===== src/rtl/morse_tx_encoder.sv =====
// morse_tx_encoder: Avalon-MM ASCII-to-Morse keyer sharing the decoder's packed {len[7:5], symbols[4:0]} format.
// Define MORSE_TX_FIFO_EN to queue addr0 writes in a 4-entry character FIFO.
module morse_tx_encoder #(
  parameter int DOT_TIME = 25_000_000,
  localparam int CW = $clog2(7*DOT_TIME+1)
) (
  input  logic        clk,
  input  logic        reset_n,
  input  logic        write,
  input  logic        read,
  input  logic [1:0]  address,
  input  logic [31:0] writedata,
  output logic [31:0] readdata,
  output logic        key_out,
  output logic        busy,
  output logic [7:0]  packed_out
);
  typedef enum logic [2:0] {IDLE, LOAD, MARK, GAP, LGAP, WGAP} state_t;
  localparam logic [CW-1:0] t_one = CW'(DOT_TIME - 1);
  localparam logic [CW-1:0] t_three = CW'(3*DOT_TIME - 1);
  localparam logic [CW-1:0] t_seven = CW'(7*DOT_TIME - 1);
  state_t state, state_n;
  logic [CW-1:0] cnt, cnt_n;
  logic [7:0] code_r, src_char;
  logic [4:0] sh;
  logic [2:0] rem;
  logic done, err, ovr;
  logic wr0, wr1, wr3, src_valid, can_take, start, bad, drop, fin, unused_bits;
  logic [8:0] lut_q;
  logic [31:0] stat3, rdmux;

  // {supported, packed code}; space is supported with length 0 and selects the word gap
  function automatic logic [8:0] lut(input logic [7:0] ch);
    logic [7:0] u;
    u = (ch >= 8'h61 && ch <= 8'h7a) ? ch - 8'h20 : ch;
    case (u)
      8'h20: lut = {1'b1, 8'h00};
      "A": lut = {1'b1, 8'h41};
      "B": lut = {1'b1, 8'h88};
      "C": lut = {1'b1, 8'h8a};
      "D": lut = {1'b1, 8'h64};
      "E": lut = {1'b1, 8'h20};
      "F": lut = {1'b1, 8'h82};
      "G": lut = {1'b1, 8'h66};
      "H": lut = {1'b1, 8'h80};
      "I": lut = {1'b1, 8'h40};
      "J": lut = {1'b1, 8'h87};
      "K": lut = {1'b1, 8'h65};
      "L": lut = {1'b1, 8'h84};
      "M": lut = {1'b1, 8'h43};
      "N": lut = {1'b1, 8'h42};
      "O": lut = {1'b1, 8'h67};
      "P": lut = {1'b1, 8'h86};
      "Q": lut = {1'b1, 8'h8d};
      "R": lut = {1'b1, 8'h62};
      "S": lut = {1'b1, 8'h60};
      "T": lut = {1'b1, 8'h21};
      "U": lut = {1'b1, 8'h61};
      "V": lut = {1'b1, 8'h81};
      "W": lut = {1'b1, 8'h63};
      "X": lut = {1'b1, 8'h89};
      "Y": lut = {1'b1, 8'h8b};
      "Z": lut = {1'b1, 8'h8c};
      "0": lut = {1'b1, 8'hbf};
      "1": lut = {1'b1, 8'haf};
      "2": lut = {1'b1, 8'ha7};
      "3": lut = {1'b1, 8'ha3};
      "4": lut = {1'b1, 8'ha1};
      "5": lut = {1'b1, 8'ha0};
      "6": lut = {1'b1, 8'hb0};
      "7": lut = {1'b1, 8'hb8};
      "8": lut = {1'b1, 8'hbc};
      "9": lut = {1'b1, 8'hbe};
      default: lut = 9'h000;
    endcase
  endfunction

  assign wr0 = write && address == 2'd0;
  assign wr1 = write && address == 2'd1;
  assign wr3 = write && address == 2'd3;
  assign fin = (state == LGAP || state == WGAP) && cnt == '0;
  assign unused_bits = ^writedata[31:8];

`ifdef MORSE_TX_FIFO_EN
  logic [7:0] fifo [4];
  logic [1:0] rp, wp;
  logic [2:0] fcnt;
  logic pop, push;
  // an empty FIFO lets a write start straight away, keeping IDLE timing identical to the unqueued build
  assign can_take = state == IDLE || fin;
  assign src_valid = fcnt != 3'd0 || wr0;
  assign src_char = fcnt != 3'd0 ? fifo[rp] : writedata[7:0];
  assign pop = can_take && fcnt != 3'd0;
  assign push = wr0 && !(can_take && fcnt == 3'd0) && fcnt != 3'd4;
  assign drop = wr0 && fcnt == 3'd4;
  assign stat3 = {27'b0, ovr, 1'b0, fcnt};
  always_ff @(posedge clk)
    if (push) fifo[wp] <= writedata[7:0];
  always_ff @(posedge clk or negedge reset_n)
    if (!reset_n) begin
      rp <= '0;
      wp <= '0;
      fcnt <= '0;
    end else begin
      rp <= pop ? rp + 2'd1 : rp;
      wp <= push ? wp + 2'd1 : wp;
      fcnt <= fcnt + 3'(push) - 3'(pop);
    end
`else
  assign can_take = state == IDLE;
  assign src_valid = wr0;
  assign src_char = writedata[7:0];
  assign drop = wr0 && state != IDLE;
  assign stat3 = {31'b0, ovr};
`endif

  assign lut_q = lut(src_char);
  assign start = can_take && src_valid && lut_q[8];
  assign bad = can_take && src_valid && !lut_q[8];
  assign key_out = state == MARK;
  assign rdmux = address == 2'd1 ? {29'b0, err, done, busy} :
                 address == 2'd2 ? {24'b0, packed_out} :
                 address == 2'd3 ? stat3 : 32'b0;

  // sh holds the remaining symbols left-aligned so sh[4] is always the next one to key
  always_comb begin
    state_n = state;
    cnt_n = cnt == '0 ? '0 : cnt - CW'(1);
    case (state)
      IDLE: if (start) begin
        state_n = LOAD;
        cnt_n = CW'(1);
      end
      LOAD: if (cnt == '0) begin
        state_n = code_r[7:5] == 3'd0 ? WGAP : MARK;
        cnt_n = code_r[7:5] == 3'd0 ? t_seven : (sh[4] ? t_three : t_one);
      end
      MARK: if (cnt == '0) begin
        state_n = rem > 3'd1 ? GAP : LGAP;
        cnt_n = rem > 3'd1 ? t_one : t_three;
      end
      GAP: if (cnt == '0) begin
        state_n = MARK;
        cnt_n = sh[4] ? t_three : t_one;
      end
      LGAP, WGAP: if (cnt == '0) begin
        state_n = start ? LOAD : IDLE;
        cnt_n = start ? CW'(1) : '0;
      end
      default: state_n = IDLE;
    endcase
  end

  always_ff @(posedge clk or negedge reset_n)
    if (!reset_n) begin
      state <= IDLE;
      cnt <= '0;
      code_r <= '0;
      sh <= '0;
      rem <= '0;
      packed_out <= '0;
      busy <= 1'b0;
      done <= 1'b0;
      err <= 1'b0;
      ovr <= 1'b0;
      readdata <= '0;
    end else begin
      state <= state_n;
      cnt <= cnt_n;
      if (start) code_r <= lut_q[7:0];
      if (state == LOAD && cnt != '0) begin
        packed_out <= code_r;
        sh <= code_r[4:0] << (3'd5 - code_r[7:5]);
        rem <= code_r[7:5];
      end else if (state == MARK && cnt == '0) begin
        sh <= sh << 1;
        rem <= rem - 3'd1;
      end
      busy <= state == LOAD ? 1'b1 : (state_n == IDLE ? 1'b0 : busy);
      done <= (fin && !start) || (done && !(wr1 && writedata[0]));
      err <= bad || (err && !(wr1 && writedata[1]));
      ovr <= drop || (ovr && !(wr3 && writedata[0]));
      if (read) readdata <= rdmux;
    end
endmodule


===== config.mk =====
export PLATFORM = sky130hd
export DESIGN_NAME = morse_tx_encoder
export DESIGN_NICKNAME = d
export VERILOG_FILES = /design/src/rtl/morse_tx_encoder.sv
export SDC_FILE = /design/constraint.sdc
export NUM_CORES = 1
export LEC_CHECK = 0
export CORE_ASPECT_RATIO = 0.75
export CORE_MARGIN = 2
export CORE_UTILIZATION = 53
export DETAILED_ROUTE_END_ITERATION = 8
export PLACE_DENSITY = 0.79
export SLEW_MARGIN = 20
export SYNTH_ARGS = -nofsm -noshare
export SYNTH_HDL_FRONTEND = slang
export SYNTH_SLANG_ARGS = --single-unit

===== constraint.sdc =====
create_clock -name clk -period 2.9 [get_ports clk]
set_clock_uncertainty 0.05 [all_clocks]
set_input_delay 0.58 -clock clk [delete_from_list [all_inputs] [get_ports clk]]
set_output_delay 0.58 -clock clk [all_outputs]
set_load 0.01 [all_outputs]

# Word level (Yosys, flattened, before mapping)
# Memories as Yosys holds them, arrays and structs flattened.
# Cells that the tools add are included.
# Widths: inputs -> output; s select.
# classes
reduce_logical,37
eq_ne,8
order_cmp,3
add_sub_neg,4
mux,31
shift,1
# ops
op,n
$mux 28,7
$pmux 28 s5,1
$mux 27,2
$logic_not 28->1,1
$reduce_bool 28->1,1
$sub 28x1->28 const B,1
$mux 3,9
$mux 8,3
$logic_and 1x1->1,18
$pmux 3 s5,1
$mux 5,2
$logic_not 3->1,3
$mux 9,1
$ge 8x7->1 const B,1
$le 8x7->1 const B,1
$sub 8x6->8 const B,1
$eq 3x2->1 const B,2
$eq 3x3->1 const B,2
$logic_not 1->1,5
$mux 1,5
$shl 5x3->5,1
$eq 2x2->1 const B,2
$logic_or 1x1->1,4
$reduce_bool 2->1,2
8 further kinds,8
# totals
mem_bits_ro,1152
mem_count,1
output_inout_bits,42
regBits,91
in_bits,38
word_cells,96
# mem_list
memory,words,word_bits,rd,rd_clocked_by_memory_dff,write_ports,line,rtl
(no name shown),128,9,1,0,0,36,case (u)

# Logic depth before layout (Yosys ltp)
# Gate-level depths: netlist of the first run.
# An unclocked memory read counts as a cell.
# logic_depth
ltp_word,12
mapped_depth,10
ltp_nobuf,8

# Worst setup path before layout of the first run
# No wires, ideal clock.
# synth_timing
path_kind,input port to flip-flop
start,in writedata[1]
end,reg cnt[12]
stages,9
path_slack_ns,-0.067
required_ns,2.699
arrival_ns,2.767
setup_time_ns,0.151
n_path_buf,1
cell_sequence,clkbuf_1 -> inv_1 -> ha_1 -> or4b_2 -> nor2_1 -> o31ai_1 -> or2_2 -> o21ai_0 -> a32oi_1
# synth_via
elab_chain_len,8
elab_cells_between_ends,10
classes_between,add/sub (1); order compare (2); mux (4); reduce/logical (2); memory (1)
# synth_rtl
element,line,rtl
"start, declared",12,"input logic [31:0] writedata,"
$ge 8x7->1 / $le 8x7->1 (equally long branches),35,u = (ch >= 8'h61 && ch <= 8'h7a) ? ch - 8'h20 : ch;
$logic_and 1x1->1,35,
$mux 8 *,35,
$mem_v2 128x9,--,
$mux 9 *,36,
$logic_and 1x1->1 *,118,assign start = can_take && src_valid && lut_q[8];
$mux 28 *,130,IDLE: if (start) begin
$pmux 28 s5 *,129,case (state)
via cnt_n[12],23,"logic [CW-1:0] cnt, cnt_n;"
"end signal, assigned",169,cnt <= cnt_n;
"end, declared",23,
# The timed path passes the listed nets; every way through them passes the cells marked *.
# A chain may end at the register's enable or synchronous reset.

# Worst setup path after layout of the first run
# layout_timing
start,reg cnt[21]
end,reg packed_out[4]
# layout_via
elab_chain_len,2
# layout_rtl
element,line,rtl
$reduce_bool 28->1,171,if (state == LOAD && cnt != '0) begin
$logic_and 1x1->1,171,
"end signal, assigned",172,packed_out <= code_r;
"end, declared",16,output logic [7:0] packed_out
# Every way passes these cells.

==> results of run 1 <==
## cells by family after synthesis
family          share of synthesized area
simple gates                       0.2105
compound gates                     0.1868
buf+inv                           0.09382
flops                              0.3868
xor+xnor                          0.04446
mux                               0.04215
fa+ha+maj                         0.03464
other cells                     0.0008652
## per-stage QoR
stage | area, sq um | total power, mW | hold slack [ns] | worst slack [ns] | std cells
after CTS | 5049 | 1.860 | 0.4004 | 0.02648 | 657
after global routing | 5057 | 1.924 | 0.4403 | 0.006573 | 657
after floorplan | 4437 | 1.084 | 0.2344 | 0.01128 | 517
after global placement | 4872 | 1.154 | 0.4367 | -0.1444 | 641
final | 5057 | 1.838 | 0.3591 | 0.07630 | 657
after detailed placement | 4872 | 1.161 | 0.4475 | -0.1851 | 641
## registers in the layout, summed over array words and instances (netlist names)
| register | count |
|---|---|
| err | 1 |
| sh | 5 |
| readdata | 8 |
| state | 3 |
| packed_out | 8 |
| rem | 3 |
| ovr | 1 |
| code_r | 8 |
| cnt | 28 |
| done | 1 |
| busy | 1 |
## per-layer routing
layer,wire length (um),up-vias,part of all wire,track usage
met4,122,0,0.012,0.07436
met5,0,-,0,0
met1,4940,1774,0.48,0.3618
met2,4572,131,0.45,0.3481
met3,594,15,0.058,0.05259
li1,-,1811,-,-
## power by group
part           total (mW)  switching (mW)  internal [mW]  leakage (nW)
Clock               0.695           0.381          0.313        0.0896
Sequential          0.943         0.00357          0.939         0.843
Combinational       0.201           0.119         0.0814          1.22
Total                1.84           0.504           1.33          2.15
## final cells by class
class,count,area (sq um),share of cell area
well taps,105,131.4,0.02598
clock inverters,7,52.55,0.01039
multi-input cells,377,2360,0.4666
clock buffers,9,123.9,0.02449
flip-flops and latches,67,1677,0.3315
inverters,20,75.07,0.01484
repair buffers,72,638.1,0.1262
## critical path, cell delays in order (launching register included)
cell	delay [ns]
dfrtp_1	0.40
or4_4	0.55
or4_4	0.50
or4_4	0.70
nand2_2	0.23
buf_4	0.20
nand2_1	0.08
nand2_1	0.07
## final timing paths
kind	from	endpoint	depth (start not counted)
worst max-delay path	cnt[21]$_DFF_PN0_	packed_out[4]$_DFFE_PN0P_	7
worst min-delay path	reset_n	cnt[0]$_DFF_PN0_	2
worst max register to register	cnt[21]$_DFF_PN0_	packed_out[4]$_DFFE_PN0P_	7
worst min register to register	ovr$_DFF_PN0_	ovr$_DFF_PN0_	2
max in group asynchronous	reset_n	code_r[6]$_DFFE_PN0N_	2
min in group clk	ovr$_DFF_PN0_	ovr$_DFF_PN0_	2
## cell usage in the layout, fill, tap and decap left out, types with 12 or more instances in the layout
master | Yosys | routed
conb_1 | 1 | 24
o21ai_0 | 33 | 32
clkdlybuf4s50_1 | 0 | 30
nand2_1 | 48 | 47
dfrtp_1 | 67 | 67
a21oi_1 | 28 | 28
nand3_1 | 14 | 14
xnor2_1 | 16 | 16
ha_1 | 12 | 12
inv_1 | 19 | 18
nor3_1 | 17 | 16
buf_4 | 25 | 39
nor2_1 | 40 | 39
nor2b_1 | 13 | 13
==> flow_summary.yaml, run 1 <==
clock_network:
  post_cts_buffers: 0
  clk_latency_ns: 0.36
  cts_root_buf: "clkbuf_8"
  htree_levels: 3
  ctsResizeCount: 0
  clkSlewWorstSetupHoldPaths_ns: 0.08
  cts.sinks: 67
  hold_buffers: 0
  clockBufferDepth: 2
  cts_buffers: 9
  cts_tree: "yes"
yosys:
  yosysSeqAreaShare: 0.3868
  synth-warning-count: 0
  yosys-top-cells-area: "dfrtp_1, buf_4, nand2_1"
  synth.avg_cell_area_sq_um: 8.774
  synth_top_area_frac: 0.3868
  synth_most_common_cell: "dfrtp_1"
  netlist_area_sq_um: 4334
  async_flop_share: 1.000
  synth-edff-count: 0
  synthCells: 494
  synth_area_leader_cell: "dfrtp_1"
  synth.distinct_cells: 61
  ys_ff_latch: 67
  synth_ff_type: "dfrtp_1"
  synth.top_cells.by_count: "dfrtp_1, nand2_1, nor2_1"
final_layout:
  layout.nets: 597
  num_antenna_cells: 0
  drive_above_1_share: 0.1630
  fin_util: 0.6387
  syn_to_final_growth_pct: 16.69
  nFillCells: 677
worst_setup_path:
  r2r_slack_ns: 0.08
  cp_max_fo: 22
  crit_path_end_kind: "register"
  arrival_ns: 3.07
  crit_type: "register to register"
  cp-start-kind: "register"
  required_ns: 3.15
drt:
  via_per_inst: 5.679
  routed_wl_um: 10230
  first_iter_violations: 261
  routedWlPerCell_um: 15.57
  ant_nets: 0
  drtPass1Iterations: 5
  vias: 3731
  remaining_drc_errors: 0
pwr:
  leakage_nw: 2.154
  p_per_area_nw_per_um2: 363.5
  ir_drop_v: 0.0001909
outcome:
  status: "completed"
sta:
  setup_violations: 0
  setup_tns_ns: 0
  grt_setup_unrepaired: "false"
  hold_violations: 0
  max_freq_mhz: 354.1
  max-slew-margin-rel: 0.4200
  finalCritPeriodShare: 0.9737
  tightest_slew_ns: 0.8701
  slew_viol_final: 0
  fin_crit_ns: 2.824
global_route:
  antenna_found_initial: 0
  track_usage: 0.2417
  grt_pass1_vias: 3439
  grt_max_degree: 68
  overflow: 0
  grt_pass1_wl_um: 16840
floorplanning:
  std_cell_rows: 28
  dieArea_sq_um: 8925
  die_y_um: 82.32
  ios: 80
  start_util: 0.5474
  core-area_sq_um: 7918
  die_w_um: 108.4
worst_hold_path:
  hold_path.class: "input pin to asynchronous set/reset pin"
place:
  gp_congestion: 0.9039
  numPortBuffers: 31
  dp_hpwl_um: 7510
job:
  max_cap_violations: 0
Note: power is estimated with default switching activity, not from simulation.
==> inputs of run 2 (changes only) <==
--- a/config.mk
+++ b/config.mk
@@ -14,3 +14,4 @@
 export SYNTH_ARGS = -nofsm -noshare
 export SYNTH_HDL_FRONTEND = slang
 export SYNTH_SLANG_ARGS = --single-unit
+export TNS_END_PERCENT = 20
==> run 2 against run 1 <==
Net effect: clock-buffer cell count up 3; utilization up 0.79 points; combinational power about the same; largest cell class unchanged; critical endpoint is now cnt[16]$_DFF_PN0_.
==> flow_summary.yaml, run 2 (synthesis gave the netlist of run 1 again) <==
global_route:
  antenna_found_initial: 0
  grt_max_degree: 34
  overflow: 0
  grt_pass1_wl_um: 16770
  track_usage: 0.2421
  grt_pass1_vias: 3489
final_layout:
  largest_reg_flops: 28
  layout.nets: 597
  final_area_sq_um: 5120
  most-common-layout-cells: "dfrtp_1, nand2_1, nor2_1, buf_4, o21ai_0"
  largest_register: "cnt"
  final_common_cell: "dfrtp_1"
  fin_util: 0.6467
  stdcell_count: 657
  num_antenna_cells: 0
  drive_above_1_share: 0.1576
  syn_to_final_growth_pct: 18.13
sta:
  finalCritPeriodShare: 0.9709
  hold_violations: 0
  max_freq_mhz: 355.2
  max-slew-margin-rel: 0.5274
  grt_setup_unrepaired: "true"
  whs_ns: 0.1180
  setup_ws_ns: 0.08446
  slew_viol_final: 0
  fin_crit_ns: 2.816
  tightest_slew_ns: 0.7035
  setup_violations: 0
floorplanning:
  start_util: 0.5474
  std_cell_rows: 28
  die_w_um: 108.4
  core-area_sq_um: 7918
  dieArea_sq_um: 8925
  ios: 80
  die_y_um: 82.32
clock_network:
  cts_root_buf: "clkbuf_8"
  clk_latency_ns: 0.35
  cts_tree: "yes"
  htree_levels: 3
  clkSlewWorstSetupHoldPaths_ns: 0.07
  cts_buffers: 9
  clockBufferDepth: 2
  cts.sinks: 67
place:
  gp_congestion: 0.8824
  dp_hpwl_um: 7468
  place_area_sq_um: 4871
  pre_cts_ws_ns: -0.2097
  numPortBuffers: 31
  dpl.cell_count: 641
worst_setup_path:
  required_ns: 3.06
  arrival_ns: 2.97
  r2r_slack_ns: 0.08
  cpLargestDelayFamily: "simple AND/OR/NAND/NOR gates"
  cp_max_fo: 23
  r2r_cells: 5
  critical-path-max-stage-delay_ns: 0.72
  r2r-start: "cnt[21]$_DFF_PN0_"
  r2r-end: "cnt[16]$_DFF_PN0_"
  crit_slowest_cell: "or4_4"
  crit_path_end_kind: "register"
  cp-start-kind: "register"
  crit_path_frequent_cell: "or4_4"
  crit_type: "register to register"
  crit_chain: "or4_4 > or4_4 > or4_4 > o21ai_1 > a32oi_1"
  path_buf_inv: 0
drt:
  routedWlPerCell_um: 15.72
  vias: 3793
  remaining_drc_errors: 0
  first_iter_violations: 307
  routed_wl_um: 10330
  ant_nets: 0
  via_per_inst: 5.773
  drtPass1Iterations: 5
pwr:
  leakage_nw: 2.184
  p_per_area_nw_per_um2: 395.6
  ir_drop_v: 0.0002704
outcome:
  status: "completed"
worst_hold_path:
  hold_path.class: "input pin to asynchronous set/reset pin"
job:
  max_cap_violations: 0
-- run 2: cell types whose count changed in the layout (fill, tap and decap cells not counted), sizes merged --
| cell | delta |
|---|---|
| clkbuf | +3 |
| inv | -1 |
| clkinv | -4 |
| bufinv | +2 |
-- run 2: layout make-up --
type                       count  area (sq um)
sequential                    67          1677
multi-input combinational    377          2359
inverter                      20         75.07
clock inverter                 4         72.57
tap                          105         131.4
clock buffer                  12         155.1
fill                         630          2798
timing repair buffer          72         650.6
-- run 2: how the worst max path moves through the flow --
stage	startpoint	endpoint	slack, ns	depth (start not counted)
6_report	cnt[21]$_DFF_PN0_	cnt[16]$_DFF_PN0_	0.08	5
3_3_place_gp	writedata[0]	code_r[2]$_DFFE_PN0N_	-0.17	9
3_5_place_dp	writedata[1]	code_r[3]$_DFFE_PN0N_	-0.21	9
5_1_grt	writedata[1]	cnt[16]$_DFF_PN0_	-0.01	10
4_1_cts	cnt[14]$_DFF_PN0_	cnt[3]$_DFF_PN0_	0.06	6
2_1_floorplan	writedata[1]	code_r[1]$_DFFE_PN0N_	-0.03	10
-- run 2: layer usage --
layer	GRT usage	part of all wire
met5	0	0
met4	0.07949	0.013
met3	0.05887	0.061
met2	0.3775	0.46
met1	0.3332	0.47
-- run 2: per-stage QoR --
stage	TNS, ns	total power [mW]
after global placement	-2.764	1.153
after floorplan	-0.2444	1.082
final	0	2.026
after global routing	-0.03044	2.109
after detailed placement	-4.191	1.157
after CTS	0	2.033
-- run 2: what timing repair did --
| item | 4_1_cts | 5_1_grt |
|---|---|---|
| setup endpoints to repair | 0 | 16 |
| resized for setup | 0 | 4 |
| hold buffers | 0 | 0 |
| buffers inserted | 0 | 0 |
-- run 2: report_power, final --
| group | switching [mW] | leakage (nW) | internal (mW) | total [mW] |
|---|---|---|---|---|
| logic | 0.117 | 1.23 | 0.0820 | 0.199 |
| registers | 0.00310 | 0.843 | 0.940 | 0.943 |
| clock network | 0.353 | 0.113 | 0.530 | 0.883 |
